## src/rtl/mem_port_arbiter.sv

```systemverilog
// Shares one variable-latency memory between the fetch port and the data port, with a wait watchdog.
// Build option: define ARB_RR_EN for round-robin tie breaking (default: data port wins ties).
module mem_port_arbiter #(
  parameter int                 ADDR_W      = 32,
  parameter int                 DATA_W      = 32,
  parameter int                 TIMEOUT_CYC = 255,
  parameter logic [DATA_W-1:0]  ERR_DATA    = 32'hDEAD_BEEF
) (
  input  logic              clk,
  input  logic              reset,
  input  logic              if_req,
  input  logic [ADDR_W-1:0] if_addr,
  output logic [DATA_W-1:0] if_rdata,
  output logic              if_ready,
  input  logic              d_req,
  input  logic              d_we,
  input  logic [ADDR_W-1:0] d_addr,
  input  logic [DATA_W-1:0] d_wdata,
  output logic [DATA_W-1:0] d_rdata,
  output logic              d_ready,
  output logic              mem_req,
  output logic              mem_we,
  output logic [ADDR_W-1:0] mem_addr,
  output logic [DATA_W-1:0] mem_wdata,
  input  logic [DATA_W-1:0] mem_rdata,
  input  logic              mem_ack,
  output logic              timeout_err
);

  typedef enum logic [1:0] {
    IDLE    = 2'd0,
    BUSY_IF = 2'd1,
    BUSY_D  = 2'd2,
    RESP    = 2'd3
  } state_t;

  localparam logic [7:0] LAST_CNT = 8'(TIMEOUT_CYC - 1);

  state_t     state_r;
  logic [7:0] wait_cnt_r;
  logic       grant_d_s;

`ifdef ARB_RR_EN
  logic       last_d_r;  // 1: data port was granted last, so fetch wins the next tie

  // Grant decision for an IDLE cycle, round-robin on ties
  always_comb begin
    grant_d_s = 1'b0;
    if (d_req && if_req) begin
      grant_d_s = !last_d_r;
    end else if (d_req) begin
      grant_d_s = 1'b1;
    end else begin
      grant_d_s = 1'b0;
    end
  end
`else
  // Grant decision for an IDLE cycle, data port wins ties
  always_comb begin
    grant_d_s = 1'b0;
    if (d_req) begin
      grant_d_s = 1'b1;
    end else begin
      grant_d_s = 1'b0;
    end
  end
`endif

  // Access sequencer: grant, wait for mem_ack or watchdog abort, respond
  always_ff @(posedge clk) begin
    if (!reset) begin
      state_r     <= IDLE;
      wait_cnt_r  <= 8'd0;
      if_rdata    <= '0;
      if_ready    <= 1'b0;
      d_rdata     <= '0;
      d_ready     <= 1'b0;
      mem_req     <= 1'b0;
      mem_we      <= 1'b0;
      mem_addr    <= '0;
      mem_wdata   <= '0;
      timeout_err <= 1'b0;
`ifdef ARB_RR_EN
      last_d_r    <= 1'b1;
`endif
    end else begin
      if_ready <= 1'b0;
      d_ready  <= 1'b0;
      case (state_r)
        IDLE: begin
          if (if_req || d_req) begin
            mem_req    <= 1'b1;
            wait_cnt_r <= 8'd0;
`ifdef ARB_RR_EN
            last_d_r   <= grant_d_s;
`endif
            if (grant_d_s) begin
              state_r   <= BUSY_D;
              mem_we    <= d_we;
              mem_addr  <= d_addr;
              mem_wdata <= d_wdata;
            end else begin
              state_r   <= BUSY_IF;
              mem_we    <= 1'b0;
              mem_addr  <= if_addr;
              mem_wdata <= '0;
            end
          end else begin
            state_r <= IDLE;
          end
        end
        BUSY_IF, BUSY_D: begin
          if (mem_ack || (wait_cnt_r == LAST_CNT)) begin
            // Completion and abort share the exit path; only the returned data differs
            mem_req <= 1'b0;
            state_r <= RESP;
            if (!mem_ack) begin
              timeout_err <= 1'b1;
            end
            if (state_r == BUSY_D) begin
              d_ready <= 1'b1;
              if (!mem_we) begin
                d_rdata <= mem_ack ? mem_rdata : ERR_DATA;
              end
            end else begin
              if_ready <= 1'b1;
              if_rdata <= mem_ack ? mem_rdata : ERR_DATA;
            end
          end else if (wait_cnt_r != 8'hFF) begin
            wait_cnt_r <= wait_cnt_r + 8'd1;
          end else begin
            wait_cnt_r <= wait_cnt_r;
          end
        end
        RESP: begin
          state_r <= IDLE;
        end
        default: begin
          state_r <= IDLE;
        end
      endcase
    end
  end

endmodule

```

## config.mk

```make
export PLATFORM = sky130hd
export DESIGN_NAME = mem_port_arbiter
export DESIGN_NICKNAME = d
export VERILOG_FILES = /design/src/rtl/mem_port_arbiter.sv
export SDC_FILE = /design/constraint.sdc
export NUM_CORES = 1
export LEC_CHECK = 0
export BUFFER_PORTS_ARGS = -buffer_cell sky130_fd_sc_hd__buf_2
export CAP_MARGIN = 20
export CORE_ASPECT_RATIO = 0.6
export CORE_MARGIN = 8
export CORE_UTILIZATION = 49
export DETAILED_ROUTE_END_ITERATION = 10
export GPL_TIMING_DRIVEN = 1
export PLACE_DENSITY = 0.85
export SETUP_SLACK_MARGIN = 0.05
export SLEW_MARGIN = 20
export SYNTH_ARGS = -nofsm -noshare
export SYNTH_HDL_FRONTEND = slang
export SYNTH_SLANG_ARGS = --single-unit
```

## constraint.sdc

```tcl
create_clock -name clk -period 2.4 [get_ports clk]
set_input_delay 0.12 -clock clk [delete_from_list [all_inputs] [get_ports clk]]
set_output_delay 0.12 -clock clk [all_outputs]
set_load 0.03 [all_outputs]
```

==> flow_metrics.tcl <==
set metrics [dict create \
    outcome "completed" \
    insertion_delay_of_the_later_clocked_pin_in_the_worst_skew_pair_ns 0.41 \
    post_route_cells_drive_above_1_share 0.431 \
    critPathArrivalTime_ns 2.34 \
    hp-class "in -> reg" \
    synth_top_area_frac 0.529 \
    die_area_um2 14800 \
    dp.final_hpwl_mm 13.0 \
    starting_density_of_the_core 0.508 \
    grt_antenna_before_repair 3 \
    cts_setup_buffers 0 \
    final_core_util 0.751 \
    hold_viol 0 \
    drt.antenna.violating_nets 0 \
    areaGrowthSynthToFinish_pct 47.9 \
    multi_input_area_um2 2300 \
    pin_count 267 \
    routabilityCongestion 0.869 \
    max_freq_mhz 502 \
    ff_latch_area_um2 2860 \
    yosys.cell_types.count 43 \
    critPathMaxFanout 8 \
    yosysTopAreaCell "sky130_fd_sc_hd__dfxtp_1" \
    fin_nets 966 \
    synth_edf_count 0 \
    final-max-slew-violation-count 0 \
    grt_start_max_net_pins 52 \
    synth_sequential_area_ratio 0.529 \
    layout.filler_cells 721 \
    final.setup.tns_ns 0 \
    syn_area_per_cell_um2 10.5 \
    grt-ovfl-total 0 \
    final.period_utilization 0.829 \
    num_rows 29 \
    vdd.ir_drop.worst_v 0.000751 \
    synth_nets 655 \
    design.core.area_um2 10700 \
    syn_inst 516 \
    totalWireLength_mm 19.5 \
    grt_first_pass_wirelength_mm 29.9 \
    synth_top_flop_cell "sky130_fd_sc_hd__dfxtp_1" \
    cts_root_buf "sky130_fd_sc_hd__clkbuf_16" \
    finClkSkew_ns 0.00992 \
    placedCellCount 885 \
    maxCapViolCount 0 \
    crit_type "reg -> reg" \
    dr_total_vias 5467 \
    dr_pass1_iterations 5 \
    max-clock-path-buffers 2 \
    transition_time_at_the_pin_with_the_least_slew_margin_ns 0.875 \
    grt_setup_unrepaired "no" \
    cp-start-kind "flop" \
    grt_pass1_vias 5736 \
    yosysMostFrequentCell "sky130_fd_sc_hd__dfxtp_1" \
    final_period_minus_worst_setup_slack_ns 1.99 \
    htree_num_levels 4 \
    finalNonFillerCells 982 \
    global_route.usage.total 0.254 \
    routed_via_count_divided_by_cell_count 5.57 \
    static_leakage_nw 3.88 \
    die-height_um 97.4 \
    cp_data_required_time_ns 2.75 \
    numClockSinks 143 \
    async_reset_ff_frac 0 \
    dr.first_iter.drc_count 379 \
    end_kind "flop" \
    die_w_um 152 \
    total_of_buffers_placed_on_input_and_output_ports 266 \
    netlist_top_cells_count "sky130_fd_sc_hd__dfxtp_1, sky130_fd_sc_hd__nor2_1, sky130_fd_sc_hd__o221a_2" \
    yosysWarnings 0 \
    maxSlewHeadroom 0.417 \
    clk_transition_reported_paths_ns 0.06 \
    ys_seq_elements 143 \
    detail_route.drc_violations 0 \
    cts_buffers 17 \
    pwr_density_cell_nw_per_um2 1190 \
    avg_wl_per_cell_um 19.9 \
    tritoncts "built" \
    postLayoutSetupSlackWorst_ns 0.410 \
    dp_slack_ns 0.259 \
    post_synthesis_instance_area_um2 5410 \
    totalPowerFinal_mw 9.51 \
    setup_violations 0 \
    largest_cells_by_area_after_synthesis "sky130_fd_sc_hd__dfxtp_1, sky130_fd_sc_hd__o221a_2, sky130_fd_sc_hd__mux2i_1" \
]
-- final timing paths --
path	start	endpoint	slack, ns	cells after the start
min reg2reg	d_rdata[14]	d_rdata[14]	0.46	2
max	state_r[1]	if_rdata[29]	0.41	6
min	mem_rdata[7]	if_rdata[7]	0.01	2
max reg2reg	state_r[1]	if_rdata[29]	0.41	6
-- registers in the layout, summed over array words and instances (netlist names), 2 cells and up --
| signal | flops |
|---|---|
| d_rdata | 32 |
| if_rdata | 32 |
| mem_addr | 32 |
| mem_wdata | 32 |
| wait_cnt_r | 8 |
| state_r | 2 |
-- layer usage --
metal | GRT usage | part of all wire | vias to the layer above
li1 | - | - | 2567
met1 | 0.267 | 0.37 | 2579
met2 | 0.458 | 0.52 | 253
met3 | 0.0623 | 0.070 | 68
met4 | 0.131 | 0.036 | 0
met5 | 0 | 0 | -
-- worst max-delay path: stages (launching register included) --
cell and delay, ns:
sky130_fd_sc_hd__dfxtp_1 0.38, sky130_fd_sc_hd__inv_1 0.07, sky130_fd_sc_hd__ha_1 0.30, sky130_fd_sc_hd__nor2b_1 0.25, sky130_fd_sc_hd__nand2_1 0.14, sky130_fd_sc_hd__nor2_1 0.55, sky130_fd_sc_hd__a22o_1 0.25
-- metrics by stage --
stage               hold WS, ns  instance area, um2
detailed placement        0.365                6790
floorplan                 0.253                5410
CTS                     0.00131                7990
global route            0.00265                8010
finish                   0.0145                8010
global placement          0.355                6790
-- logic make-up (layout without fill, tap and decap cells) --
family,Yosys count,in the layout,synth area share
buf+inv,55,379,0.0488
fa+ha+maj,5,5,0.0116
compound gates,165,165,0.259
other cells,0,3,0
flops,143,143,0.529
mux,32,32,0.0592
simple gates,116,116,0.0924
-- what timing repair did --
action | CTS | global route
hold buffers | 61 | 1
endpoints found under the setup margin | 0 | 24
endpoints found under the hold margin | 85 | 1
resized for setup | 0 | 1
-- cell type report --
class,count,area share
Sequential cell,143,0.357
Multi-Input combinational cell,318,0.287
Timing Repair Buffer,339,0.256
Clock buffer,18,0.0548
Tap cell,139,0.0217
Clock inverter,14,0.0184
Inverter,8,0.00375
Antenna cell,3,0.000937
-- power breakdown --
group	total [mW]	internal, mW	leakage, nW	switching [mW]
registers	3.25	2.93	1.17	0.319
logic	3.67	1.21	2.43	2.46
clock network	2.59	1.49	0.280	1.10
total	9.51	5.63	3.88	3.88
-- layout by cell type (no fill, tap or decap), drive strengths merged, types with 2 or more instances in the layout --
cell         instances
a31oi                7
o21a                 3
and2                 3
nor2                75
and3                 3
nand2               20
a211oi              33
a21oi                8
a22oi               33
o221a               48
o22ai                8
a22o                 8
o21ai               10
clkinvlp             3
inv                 16
clkinv               2
dlygate4sd3         62
dfxtp              143
buf                277
ha                   5
diode                3
nor3                 2
nand3                5
mux2i               32
a21o                 2
nand4                2
clkbuf              18
Power figures use the tool's default switching activity.
